===== config.mk =====
export PLATFORM = sky130hd
export DESIGN_NAME = vga_rx_monitor
export DESIGN_NICKNAME = d
export VERILOG_FILES = /design/src/rtl/vga_timing_pkg.sv /design/src/rtl/sync_fall_detect.sv /design/src/rtl/vga_rx_monitor.sv
export SDC_FILE = /design/constraint.sdc
export NUM_CORES = 1
export LEC_CHECK = 0
export CAP_MARGIN = 10
export CORE_MARGIN = 3
export CORE_UTILIZATION = 56
export CTS_CLUSTER_SIZE = 12
export DETAILED_ROUTE_END_ITERATION = 10
export MAX_ROUTING_LAYER = met4
export PLACE_DENSITY_LB_ADDON = 0.12
export SETUP_SLACK_MARGIN = 0.2
export SKIP_LAST_GASP = 1
export SLEW_MARGIN = 15
export SYNTH_ARGS = -nofsm -noshare
export SYNTH_HDL_FRONTEND = slang
export SYNTH_SLANG_ARGS = --single-unit
export TNS_END_PERCENT = 20

===== constraint.sdc =====
create_clock -name clk -period 4.7 [get_ports clk]
set_input_delay 0.94 -clock clk [delete_from_list [all_inputs] [get_ports clk]]
set_output_delay 0.94 -clock clk [all_outputs]
set_load 0.05 [all_outputs]

===== src/rtl/vga_timing_pkg.sv =====
// Default VGA timing shared by the display transmitter and the receive monitor,
// plus the monitor's lock-state encoding.
package vga_timing_pkg;

  localparam int unsigned CLKS_PER_PIXEL = 4;
  localparam int unsigned H_TOTAL        = 800;
  localparam int unsigned V_TOTAL        = 525;
  localparam int unsigned H_VISIBLE      = 640;
  localparam int unsigned V_VISIBLE      = 480;
  localparam int unsigned H_OFFSET       = 144;
  localparam int unsigned V_OFFSET       = 35;

  typedef enum logic [1:0] {
    IDLE    = 2'd0,
    ACQUIRE = 2'd1,
    LOCKED  = 2'd2
  } rx_state_t;

endpackage


===== src/rtl/sync_fall_detect.sv =====
// Two-flop synchronizer with a falling-edge pulse derived from the synchronized level.
module sync_fall_detect (
  input  logic i_clk,
  input  logic i_rst_n,
  input  logic i_async,
  output logic o_fall
);

  logic r_meta;
  logic r_sync;
  logic r_sync_d;

  always_ff @(posedge i_clk or negedge i_rst_n) begin
    if (!i_rst_n) begin
      r_meta   <= 1'b0;
      r_sync   <= 1'b0;
      r_sync_d <= 1'b0;
    end else begin
      r_meta   <= i_async;
      r_sync   <= r_meta;
      r_sync_d <= r_sync;
    end
  end

  assign o_fall = r_sync_d & ~r_sync;

endmodule


===== src/rtl/vga_rx_monitor.sv =====
// VGA receive monitor: locks to HS/VS timing, recovers pixel coordinates and colour,
// flags line/frame length errors and produces a per-frame 16-bit colour checksum.
module vga_rx_monitor
  import vga_timing_pkg::*;
#(
  parameter int unsigned CLKS_PER_PIXEL = vga_timing_pkg::CLKS_PER_PIXEL,
  parameter int unsigned H_TOTAL        = vga_timing_pkg::H_TOTAL,
  parameter int unsigned V_TOTAL        = vga_timing_pkg::V_TOTAL,
  parameter int unsigned H_VISIBLE      = vga_timing_pkg::H_VISIBLE,
  parameter int unsigned V_VISIBLE      = vga_timing_pkg::V_VISIBLE,
  parameter int unsigned H_OFFSET       = vga_timing_pkg::H_OFFSET,
  parameter int unsigned V_OFFSET       = vga_timing_pkg::V_OFFSET
) (
  input  logic        clk,
  input  logic        rst,
  input  logic        HS,
  input  logic        VS,
  input  logic [2:0]  R,
  input  logic [2:0]  G,
  input  logic [1:0]  B,
  output logic        pix_valid,
  output logic [9:0]  pix_x,
  output logic [9:0]  pix_y,
  output logic [7:0]  pix_rgb,
  output logic        locked,
  output logic        err_line,
  output logic        err_frame,
  output logic        frame_done,
  output logic [15:0] frame_sum
);

  localparam int unsigned PIX_SHIFT   = $clog2(CLKS_PER_PIXEL);
  localparam logic [13:0] CNT_MAX     = '1;
  localparam logic [13:0] LINE_LEN_M1 = 14'(H_TOTAL * CLKS_PER_PIXEL - 1);
  localparam logic [13:0] PHASE_MASK  = 14'(CLKS_PER_PIXEL - 1);
  localparam logic [13:0] TICK_PHASE  = 14'(CLKS_PER_PIXEL / 2);
  localparam logic [13:0] HX_LO       = 14'(H_OFFSET);
  localparam logic [13:0] HX_HI       = 14'(H_OFFSET + H_VISIBLE);
  localparam logic [10:0] VY_LO       = 11'(V_OFFSET);
  localparam logic [10:0] VY_HI       = 11'(V_OFFSET + V_VISIBLE);
  localparam logic [11:0] V_TOT       = 12'(V_TOTAL);

  rx_state_t   r_state, w_state_next;
  logic        w_hs_fall, w_vs_fall;
  logic [7:0]  r_rgb_meta, r_rgb_s;
  logic [13:0] r_clk_cnt, w_clk_cnt, w_pix_idx, w_phase;
  logic [10:0] r_line_cnt, w_line_cnt;
  logic        r_skip, r_acq_bad;
  logic        w_active, w_line_bad, w_frame_ok;
  logic        w_lock_enter, w_frame_commit, w_err_line_set, w_err_frame_set, w_sample;
  logic [15:0] r_acc, w_acc_next;

  sync_fall_detect u_hs_sync (.i_clk(clk), .i_rst_n(rst), .i_async(HS), .o_fall(w_hs_fall));
  sync_fall_detect u_vs_sync (.i_clk(clk), .i_rst_n(rst), .i_async(VS), .o_fall(w_vs_fall));

  // Counters are defined for the current cycle; the registers hold the previous
  // cycle's value, which is the pre-reset value the line check needs.
  assign w_clk_cnt  = w_hs_fall ? '0 :
                      (r_clk_cnt == CNT_MAX) ? r_clk_cnt : r_clk_cnt + 14'd1;
  assign w_line_cnt = w_vs_fall ? '0 :
                      (w_hs_fall && (r_line_cnt != '1)) ? r_line_cnt + 11'd1 : r_line_cnt;
  assign w_pix_idx  = w_clk_cnt >> PIX_SHIFT;
  assign w_phase    = w_clk_cnt & PHASE_MASK;
  assign w_active   = (w_phase == TICK_PHASE) &&
                      (w_pix_idx >= HX_LO) && (w_pix_idx < HX_HI) &&
                      (w_line_cnt >= VY_LO) && (w_line_cnt < VY_HI);
  assign w_line_bad = w_hs_fall && !r_skip && (r_clk_cnt != LINE_LEN_M1);
  assign w_frame_ok = (({1'b0, r_line_cnt} + {11'd0, w_hs_fall}) == V_TOT);
  assign w_acc_next = r_acc + (pix_valid ? {8'd0, pix_rgb} : 16'd0);

  always_ff @(posedge clk or negedge rst) begin
    if (!rst) r_state <= IDLE;
    else      r_state <= w_state_next;
  end

  always_comb begin
    w_state_next = r_state;
    unique case (r_state)
      IDLE:    if (w_vs_fall) w_state_next = ACQUIRE;
      ACQUIRE: if (w_vs_fall && !r_acq_bad && !w_line_bad && w_frame_ok) w_state_next = LOCKED;
      LOCKED:  if (w_line_bad || (w_vs_fall && !w_frame_ok)) w_state_next = IDLE;
      default: w_state_next = IDLE;
    endcase
  end

  always_comb begin
    locked          = (r_state == LOCKED);
    w_lock_enter    = (r_state == ACQUIRE) && (w_state_next == LOCKED);
    w_err_line_set  = (r_state == LOCKED) && w_line_bad;
    w_err_frame_set = (r_state == LOCKED) && w_vs_fall && !w_frame_ok;
    w_frame_commit  = (r_state == LOCKED) && w_vs_fall && w_frame_ok && !w_line_bad;
    w_sample        = (r_state == LOCKED) && w_active;
  end

  always_ff @(posedge clk or negedge rst) begin
    if (!rst) begin
      r_rgb_meta <= '0;
      r_rgb_s    <= '0;
      r_clk_cnt  <= '0;
      r_line_cnt <= '0;
      r_skip     <= 1'b1;
      r_acq_bad  <= 1'b0;
      r_acc      <= '0;
      pix_valid  <= 1'b0;
      pix_x      <= '0;
      pix_y      <= '0;
      pix_rgb    <= '0;
      err_line   <= 1'b0;
      err_frame  <= 1'b0;
      frame_done <= 1'b0;
      frame_sum  <= '0;
    end else begin
      r_rgb_meta <= {R, G, B};
      r_rgb_s    <= r_rgb_meta;
      r_clk_cnt  <= w_clk_cnt;
      r_line_cnt <= w_line_cnt;
      if (r_state == IDLE) r_skip <= 1'b1;
      else if (w_hs_fall)  r_skip <= 1'b0;
      if ((r_state != ACQUIRE) || w_vs_fall) r_acq_bad <= 1'b0;
      else if (w_line_bad)                   r_acq_bad <= 1'b1;
      pix_valid <= w_sample;
      if (w_sample) begin
        pix_x   <= 10'(w_pix_idx - HX_LO);
        pix_y   <= 10'(w_line_cnt - VY_LO);
        pix_rgb <= r_rgb_s;
      end
      err_line   <= w_err_line_set;
      err_frame  <= w_err_frame_set;
      frame_done <= w_frame_commit;
      if (w_frame_commit) frame_sum <= w_acc_next;
      r_acc <= (w_lock_enter || w_frame_commit) ? '0 : w_acc_next;
    end
  end

endmodule


Yosys cells after proc, flatten, opt, wreduce, memory -nomap -nowiden:

Cells that the tools add are included.

* add/sub/neg operators: 6
* $lt $le $gt $ge: 4
* equal/unequal tests: 9
* multiplexer cells: 14
* bitwise gates (word level): 4
* reductions and logical operators: 28

Operators with widths (number)
* 14-bit 2-to-1 mux: 2
* 11-bit 2-to-1 mux: 2
* 1-bit logical AND: 18
* 16-bit by 8-bit adder with 16-bit output: 1
* 16-bit 2-to-1 mux: 1
* 14-bit by 1-bit adder with 14-bit output (second input constant): 1
* 14-bit equality test (second input constant): 1
* 14-bit by 12-bit != test with 1-bit output (second input constant): 1
* 11-bit by 1-bit adder with 12-bit output: 1
* 12-bit by 10-bit equality test with 1-bit output (second input constant): 1
* 12-bit by 8-bit greater-or-equal comparator with 1-bit output (second input constant): 1
* 12-bit by 10-bit < comparator with 1-bit output (second input constant): 1
* 11-bit by 1-bit adder with 11-bit output (second input constant): 1
* 11-bit by 6-bit greater-or-equal comparator with 1-bit output (second input constant): 1
* 11-bit by 10-bit < comparator with 1-bit output (second input constant): 1
* 11-bit != test (second input constant): 1
* 10-bit by 6-bit subtractor with 10-bit output (second input constant): 1
* 10-bit by 8-bit subtractor with 10-bit output (second input constant): 1
* 8-bit 2-to-1 mux: 1
* 2-bit equality test (second input constant): 3
* 2-bit 2-to-1 mux: 3
* 2-bit one-hot mux with 3 select lines: 1
* 1-bit zero test: 4
* 1-bit 2-to-1 mux: 4
* 7 further kinds: 12

* register bits after elaboration: 115
* input port bits: 12
* output and inout port bits: 49
* word-level logic and storage cells: 87

Depth between registers and ports, before layout:

Gate-level depths: netlist (run 1).

* depth after elaboration: 13
* depth in mapped cells: 16
* depth with buffers taken out: 13

Modules after synthesis:

A second synthesis (run 1) with hierarchy kept.

* cells, all modules: 518
* area, all modules: 5703.0 um^2

Modules (own cells, without submodules)
* vga_rx_monitor: times used 1, cells each 510, area an instance 5525.3 um^2, sequential area each 2728.9 um^2
* sync_fall_detect: times used 2, cells each 4, area an instance 88.8 um^2, sequential area each 75.1 um^2

Least setup slack after synthesis (run 1):

No wires, ideal clock.

* kind: reg2reg
* start point: register u_hs_sync.r_sync
* end point: register r_acc[10]
* setup time: 132 ps
* data arrival time: 3245 ps
* required time: 4568 ps
* slack: 1323 ps
* cell stages (with the launch flop): 16
* path buffers: 4
* period minus slack after synthesis: 3377 ps
* cells stage by stage: dfrtp_1 > nand2b_1 > buf_2 > inv_1 > buf_2 > buf_1 > ha_1 > ha_1 > nor4b_1 > nand4b_1 > or3_1 > nor3_1 > nand2_1 > nor2_1 > clkbuf_1 > nor2_1

* cells in the longest elaborated chain, start to end: 13
* elaborated cells on any way between the ends: 21
* classes of those cells: 1 x add/sub; 2 x eq/ne; 4 x mux; 2 x bitwise; 12 x reduce/logical

Ends and longest elaborated chain
* from (decl): line sync_fall_detect.sv:10 `logic r_sync;`
* from (signal assigned): line sync_fall_detect.sv:20 `r_sync <= r_meta;`
* 1-bit inverter (*): line sync_fall_detect.sv:25 `assign o_fall = r_sync_d & ~r_sync;`
* 1-bit bitwise AND (*): line sync_fall_detect.sv:25
* 11-bit by 1-bit adder with 12-bit output or 1-bit logical AND (tied branches): line vga_rx_monitor.sv:68, vga_rx_monitor.sv:67
* 12-bit by 10-bit equality test with 1-bit output or 1-bit logical AND (tied branches): line vga_rx_monitor.sv:68, vga_rx_monitor.sv:67
* 1-bit zero test (on tied branches): line vga_rx_monitor.sv:81, vga_rx_monitor.sv:80, vga_rx_monitor.sv:91
* 1-bit logical AND (on tied branches): line vga_rx_monitor.sv:81, vga_rx_monitor.sv:80
* 1-bit logical OR or 1-bit logical AND (tied branches): line vga_rx_monitor.sv:81, vga_rx_monitor.sv:80
* 2-bit 2-to-1 mux (on tied branches): line vga_rx_monitor.sv:81, vga_rx_monitor.sv:80
* 2-bit one-hot mux with 3 select lines: line vga_rx_monitor.sv:78 `unique case (r_state)`
* 2-bit equality test: line vga_rx_monitor.sv:88 `w_lock_enter = (r_state == ACQUIRE) && (w_state_next == LOCKED);`
* 1-bit logical AND: line vga_rx_monitor.sv:88
* 1-bit logical OR (*): line vga_rx_monitor.sv:131 `r_acc <= (w_lock_enter || w_frame_commit) ? '0 : w_acc_next;`
* 16-bit 2-to-1 mux (*): line vga_rx_monitor.sv:131
* to (signal assigned): line vga_rx_monitor.sv:131
* to (decl): line vga_rx_monitor.sv:51 `logic [15:0] r_acc, w_acc_next;`

Every way passes the cells marked *; elsewhere a longest branch is shown, timed or not.
A chain may end at the register's enable or synchronous reset.

Worst setup path in the final report (run 1):

* start point: register u_hs_sync.r_sync
* end point: register pix_rgb[3]

* cells in the longest elaborated chain, start to end: 9
* elaborated cells on any way between the ends: 16
* classes of those cells: 4 x order compare; 1 x eq/ne; 3 x mux; 2 x bitwise; 6 x reduce/logical

Ends and longest elaborated chain
* 1-bit inverter (*): line sync_fall_detect.sv:25
* 1-bit bitwise AND (*): line sync_fall_detect.sv:25
* 1-bit logical AND or 14-bit 2-to-1 mux (tied branches): line vga_rx_monitor.sv:61, vga_rx_monitor.sv:58
* 11-bit 2-to-1 mux (tied with other cells): line vga_rx_monitor.sv:61 `(w_hs_fall && (r_line_cnt != '1)) ? r_line_cnt + 11'd1 : r_line_cnt;`
* 11-bit 2-to-1 mux or 1-bit logical AND (tied branches): line vga_rx_monitor.sv:60, vga_rx_monitor.sv:64
* 11-bit by 6-bit greater-or-equal comparator with 1-bit output or 1-bit logical AND (tied branches): line vga_rx_monitor.sv:66, vga_rx_monitor.sv:65
* 1-bit logical AND: line vga_rx_monitor.sv:65 `(w_pix_idx >= HX_LO) && (w_pix_idx < HX_HI) &&`
* 1-bit logical AND (*): line vga_rx_monitor.sv:66 `(w_line_cnt >= VY_LO) && (w_line_cnt < VY_HI);`
* 1-bit logical AND (*): line vga_rx_monitor.sv:92 `w_sample = (r_state == LOCKED) && w_active;`
* to (signal assigned): line vga_rx_monitor.sv:125 `pix_rgb <= r_rgb_s;`
* to (decl): line vga_rx_monitor.sv:24 `output logic [7:0] pix_rgb,`

Marked as above.

==> results of run 1 <==
## layout make-up
type                    count  area share
inverters                  17    0.009425
clock buffers              18     0.06320
multi-input cells         348      0.3572
flip-flops and latches    115      0.4252
well taps                 129     0.02384
repair buffers             66     0.09499
clock inverters            14     0.02606
## cells by family after synthesis
| logic type | count (synthesis) | share of synthesized area |
|---|---|---|
| adders and majority gates | 16 | 0.03803 |
| AOI/OAI and AO/OA | 91 | 0.1093 |
| muxes | 33 | 0.07194 |
| and+or+nand+nor | 176 | 0.1704 |
| xor gates and xnor gates | 32 | 0.05132 |
| DFF | 115 | 0.5271 |
| buffers and inverters | 36 | 0.03184 |
## flip-flops by register name, indices dropped and copies added, names as in the netlist
register and count:
err_frame 1, err_line 1, frame_done 1, frame_sum 16, pix_rgb 8, pix_valid 1, pix_x 10, pix_y 10
r_acc 16, r_acq_bad 1, r_clk_cnt 14, r_line_cnt 11, r_rgb_meta 8, r_rgb_s 8, r_skip 1, r_state 2
u_hs_sync.r_meta 1, u_hs_sync.r_sync 1, u_hs_sync.r_sync_d 1, u_vs_sync.r_meta 1, u_vs_sync.r_sync 1, u_vs_sync.r_sync_d 1
## stage by stage
step                      instance area, sq um  std cells
after detailed placement                  6166        675
after global placement                    6166        675
after floorplan                           5461        499
after CTS                                 6770        707
after global routing                      6770        707
final                                     6770        707
## routing by layer
| layer | vias up | GRT usage | part of all wire |
|---|---|---|---|
| li1 | 1909 | - | - |
| met1 | 1967 | 0.3148 | 0.45 |
| met2 | 145 | 0.3405 | 0.47 |
| met3 | 28 | 0.07165 | 0.060 |
| met4 | 0 | 0.09278 | 0.025 |
| met5 | - | - | 0 |
## worst max-delay path by stage
stage | from | to | slack [ns]
floorplan | u_hs_sync.r_sync$_DFF_PN0_ | r_acc[10]$_DFF_PN0_ | 1.32
global placement | u_hs_sync.r_sync$_DFF_PN0_ | pix_rgb[7]$_DFFE_PN0P_ | 1.08
detailed placement | r_clk_cnt[0]$_DFF_PN0_ | pix_rgb[0]$_DFFE_PN0P_ | 1.0
CTS | u_hs_sync.r_sync$_DFF_PN0_ | frame_sum[1]$_DFFE_PN0P_ | 0.92
global route | u_hs_sync.r_sync$_DFF_PN0_ | frame_sum[1]$_DFFE_PN0P_ | 0.64
finish | u_hs_sync.r_sync$_DFF_PN0_ | pix_rgb[3]$_DFFE_PN0P_ | 0.91
## layout by cell type, fill, tap and decap left out, types with 7 or more instances in the layout
cell / n
dfrtp_1: 114
clkdlybuf4s50_1: 59
nor2_1: 48
nand2_1: 38
o21ai_0: 29
mux2_2: 22
a21oi_1: 18
xnor2_1: 17
inv_1: 17
clkbuf_16: 16
xor2_1: 15
ha_1: 15
nand3_1: 12
and2_1: 11
and4_1: 8
nand4_1: 7
nor3_1: 7
mux2_4: 7
buf_4: 7
## power by group
| group | switching, mW | internal, mW | total (mW) | leakage (nW) |
|---|---|---|---|---|
| Clock | 0.481 | 0.827 | 1.31 | 0.281 |
| Sequential | 0.0361 | 1.02 | 1.05 | 1.54 |
| Combinational | 0.0809 | 0.0496 | 0.131 | 1.28 |
==> results.sh, run 1 <==
export IMPL_start_util=0.5828
export IMPL_hold_path_depth=0
export IMPL_ys_seq_area_frac=0.5271
export IMPL_drive_gt1_frac=0.1349
export IMPL_io_buffers=60
export IMPL_die_h_um=104.8
export IMPL_cpMostUsedCell="nand2b_1"
export IMPL_nNetsFinal=593
export IMPL_fin_setup_tns_ns=0
export IMPL_ir_worst_vdd_uv=298.0
export IMPL_grt_max_degree=64
export IMPL_worstPathArrival_ns=4.21
export IMPL_start_kind="register"
export IMPL_yosysTopAreaCell="dfrtp_1"
export IMPL_worstHoldStart="r_rgb_meta[5]$_DFF_PN0_"
export IMPL_cts_sinks=115
export IMPL_ys_types=62
export IMPL_status="complete, no violations"
export IMPL_hold_viol=0
export IMPL_cts_tree="done"
export IMPL_crit_path_end_kind="register"
export IMPL_power_density_nw_per_um2=368.2
export IMPL_num_vias=4049
export IMPL_clk_path_buf_depth=2
export IMPL_grtUsageTotal=0.2361
export IMPL_synth_area_sq_um=5461
export IMPL_yosys_top_cells_area="dfrtp_1, mux2_2, ha_1, nor2_1, xnor2_1"
export IMPL_cts_buffers=17
export IMPL_cts_root_buffer="clkbuf_8"
export IMPL_synth_edff_count=0
export IMPL_r2r_worst_path_cells=10
export IMPL_drtIter0Drc=205
export IMPL_cpPeakStageDelay_ns=0.61
export IMPL_hold_class="reg -> reg"
export IMPL_relSlewSlack=0.4473
export IMPL_rsz0062_at_grt="false"
export IMPL_cts_setup_buffers=0
export IMPL_antenna_found_initial=0
export IMPL_p_leak_nw=3.101
export IMPL_worst_path_max_fanout=20
export IMPL_fill_cells=650
export IMPL_fp_row_count=35
export IMPL_finalCritPeriodShare=0.8065
export IMPL_slew_violations=0
export IMPL_die_width_um=104.8
export IMPL_r2r_slack_ns=0.91
export IMPL_io_pins=61
export IMPL_routed_wl_um=11720
export IMPL_crit_slowest_cell="inv_1"
export IMPL_clk_latency_ns=0.53
export IMPL_first_pass_iters=4
export IMPL_drcViolationCount=0
export IMPL_grt_ovfl_total=0
export IMPL_clk_pin_slew_ns=0.06
export IMPL_path_class="reg -> reg"
export IMPL_cp_buffers_inverters=2
export IMPL_layout_min_cycle_time_ns=3.791
export IMPL_wl_per_cell_um=16.58
export IMPL_syn_inst=499
export IMPL_r2r_end="pix_rgb[3]$_DFFE_PN0P_"
export IMPL_grt_pass1_vias=4013
export IMPL_skew_ns=0.01304
export IMPL_required_ns=5.12
export IMPL_ant_nets=0
export IMPL_path_cells="nand2b_1, inv_1, nand4_1, o21a_1, o21ai_1, a21oi_1, nand2b_1, o311ai_4, buf_4, mux2_2"
export IMPL_yosys_register_bits=115
export IMPL_setup_violations=0
export IMPL_cp_top_family="simple AND/OR/NAND/NOR gates"
export IMPL_htreeDepth=4
export IMPL_r2r_start="u_hs_sync.r_sync$_DFF_PN0_"
export IMPL_ctsResizeCount=0
export IMPL_finish_utilization=0.7224
export IMPL_diodes=0
export IMPL_regArea_sq_um=2879
export IMPL_worst_pin_slew_ns=0.8184
export IMPL_synth_most_common_cell="dfrtp_1"
export IMPL_postSynthAreaPerCell_sq_um=10.94
export IMPL_cts_hold_buffers_added=0
export IMPL_async_reset_ff_frac=1.000
export IMPL_synth_top_area_frac=0.5223
export IMPL_whs_ns=0.3480
export IMPL_routabilityCongestion=0.8791
export IMPL_dieArea_sq_um=10970
export IMPL_pre_cts_ws_ns=0.9961
export IMPL_multi_input_area_sq_um=2419
export IMPL_coreArea_sq_um=9371
export IMPL_min_to="r_rgb_s[5]$_DFF_PN0_"
export IMPL_crit_cells=10
export IMPL_yosysWarnings=0
export IMPL_synth_top_cells_by_count="dfrtp_1, nor2_1, nand2_1, o21ai_0, mux2_2"
export IMPL_fmax_ghz=0.2638
export IMPL_dp_hpwl_um=8131
export IMPL_power_mw=2.493
export IMPL_synthFlopType="dfrtp_1"
export IMPL_grt_pass1_wl_um=19810
export IMPL_synthToLayoutAreaGrowth_pct=23.96
export IMPL_timing_final_ws_setup_ns=0.9093
export IMPL_viasPerCell=5.727
export IMPL_syn_num_nets=527
export IMPL_cap_viol_max_count=0
Power figures use the tool's default switching activity.
==> run 2, diff against run 1 <==
clock period = 3.93 ns   (was 4.7 ns; I/O delays follow)
==> run 2 against run 1 <==
Core utilization rose by 0.71 points. Die area did not move. Sequential share of layout area fell by 0.41 points. Critical path type unchanged. Clock power rose by 9%. Critical path depth rose by 5. Maximum frequency rose by 4.8%. Largest power group unchanged. Via count barely moved. Largest cell class unchanged. Non-clock buffer count rose by 7. Routed wire length rose by 1.4%. Global-route usage fell by 0.099 points.
==> results.sh, run 2 (same netlist as run 1, synthesis figures left out) <==
export IMPL_io_pins=61
export IMPL_cts_sinks=115
export IMPL_p_leak_nw=3.148
export IMPL_drtIter0Drc=241
export IMPL_top_layer_used="met4"
export IMPL_placed_area_sq_um=6221
export IMPL_grt_ovfl_total=0
export IMPL_wl_per_cell_um=16.64
export IMPL_worstPathArrival_ns=4.02
export IMPL_wl_met3_um=608
export IMPL_pre_cts_ws_ns=0.2052
export IMPL_clk_pin_slew_ns=0.06
export IMPL_final_common_cell="dfrtp_1"
export IMPL_worst_path_max_fanout=10
export IMPL_routabilityCongestion=0.9082
export IMPL_io_buffers=60
export IMPL_slew_violations=0
export IMPL_setup_violations=0
export IMPL_reg_top3="frame_sum (16), r_acc (16), r_clk_cnt (14)"
export IMPL_synthToLayoutAreaGrowth_pct=25.18
export IMPL_fin_setup_tns_ns=0
export IMPL_clk_latency_ns=0.52
export IMPL_nNetsFinal=600
export IMPL_first_pass_iters=8
export IMPL_drcViolationCount=0
export IMPL_dp_hpwl_um=8135
export IMPL_fin_area_sq_um=6837
export IMPL_clk_path_buf_depth=2
export IMPL_num_vias=4051
export IMPL_dieArea_sq_um=10970
export IMPL_finalCritPeriodShare=0.9201
export IMPL_worst_pin_slew_ns=0.8978
export IMPL_wl_met1_um=5392
export IMPL_grt_pass1_wl_um=19750
export IMPL_status="complete, no violations"
export IMPL_routed_wl_um=11880
export IMPL_relSlewSlack=0.4015
export IMPL_power_density_nw_per_um2=418.9
export IMPL_fp_row_count=35
export IMPL_hold_class="reg -> reg"
export IMPL_grt_pass1_vias=3986
export IMPL_layout_min_cycle_time_ns=3.616
export IMPL_whs_ns=0.3471
export IMPL_start_kind="register"
export IMPL_ant_nets=0
export IMPL_ir_worst_vdd_uv=377.9
export IMPL_viasPerCell=5.674
export IMPL_required_ns=4.34
export IMPL_diodes=0
export IMPL_r2r_slack_ns=0.31
export IMPL_cts_buffers=17
export IMPL_crit_path_end_kind="register"
export IMPL_die_width_um=104.8
export IMPL_drive_gt1_frac=0.1504
export IMPL_start_util=0.5828
export IMPL_cts_tree="done"
export IMPL_path_class="reg -> reg"
export IMPL_die_h_um=104.8
export IMPL_rsz0062_at_grt="true"
export IMPL_grtUsageTotal=0.2351
export IMPL_coreArea_sq_um=9371
export IMPL_antenna_found_initial=0
export IMPL_skew_ns=0.008405
export IMPL_hold_viol=0
export IMPL_fmax_ghz=0.2765
export IMPL_cap_viol_max_count=0
export IMPL_grt_max_degree=72
export IMPL_timing_final_ws_setup_ns=0.3140
export IMPL_htreeDepth=4
export IMPL_wl_met2_um=5709
export IMPL_cts_root_buffer="clkbuf_8"
export IMPL_mostFrequentLayoutCells="dfrtp_1, clkdlybuf4s50_1, nor2_1"
run 2: cell count changes in the layout (fill, tap and decap cells not counted), moves of 2 or more:
cell / previous run / this run
buf_4: 7 / 10
clkinvlp_4: 5 / 2
buf_12: 0 / 2
bufinv_16: 3 / 1
clkinv_4: 1 / 3
inv_6: 4 / 6
run 2: through the flow:
stage	std cells	power, mW	utilization
final	714	2.864	0.7295
after global routing	714	2.981	0.7295
after CTS	711	2.886	0.7239
after detailed placement	679	1.447	0.6638
after global placement	679	1.440	0.6638
after floorplan	499	1.369	-
run 2: repair_timing:
action,CTS,global route
setup buffers,0,1
hold buffers,0,0
pin swaps,0,1
gates resized for setup,1,2
gates cloned,0,2
endpoints found under the setup margin,11,23
run 2: layer usage:
layer | global-route usage | vias up
li1 | - | 1926
met1 | 0.3155 | 1981
met2 | 0.3506 | 127
met3 | 0.05621 | 17
met4 | 0.08716 | 0
met5 | - | -
run 2: power by group:
group          internal [mW]  switching (mW)  leakage [nW]  total, mW
sequential              1.22          0.0459          1.54       1.26
combinational         0.0662           0.103          1.34      0.169
clock                  0.852           0.579         0.272       1.43
total                   2.14           0.728          3.15       2.86
run 2: critical path: stages, from the launching register on:
cell      delay [ns]
dfrtp_1         0.46
ha_2            0.27
inv_1           0.18
nor4_2          0.09
buf_4           0.15
or3_1           0.36
a21oi_2         0.23
inv_1           0.10
ha_1            0.18
o31ai_1         0.08
nor4b_2         0.09
o21a_1          0.20
o311a_1         0.32
o311ai_4        0.14
buf_4           0.29
mux2_2          0.36
run 2: cell type report:
type | count | area (sq um)
Clock inverter | 15 | 145.1
Clock buffer | 17 | 414.1
Multi-Input combinational cell | 348 | 2431
Timing Repair Buffer | 73 | 742.0
Sequential cell | 115 | 2879
Tap cell | 129 | 161.4
Fill cell | 662 | 2535
Inverter | 17 | 63.81
run 2: worst paths after layout:
path	from	end	cells after the start
max reg2reg	r_clk_cnt[0]$_DFF_PN0_	pix_x[0]$_DFFE_PN0P_	15
min reg2reg	r_rgb_meta[2]$_DFF_PN0_	r_rgb_s[2]$_DFF_PN0_	0
min in group asynchronous	rst	r_clk_cnt[1]$_DFF_PN0_	1
max	r_clk_cnt[0]$_DFF_PN0_	pix_x[0]$_DFFE_PN0P_	15
min	r_rgb_meta[2]$_DFF_PN0_	r_rgb_s[2]$_DFF_PN0_	0
max in group asynchronous	rst	r_acc[1]$_DFF_PN0_	2
==> run 3, diff against run 2 <==
CAP_MARGIN = 20   (was 10)
==> results of run 3 <==
No change in the layout: final DEF, timing and power equal those of run 2.
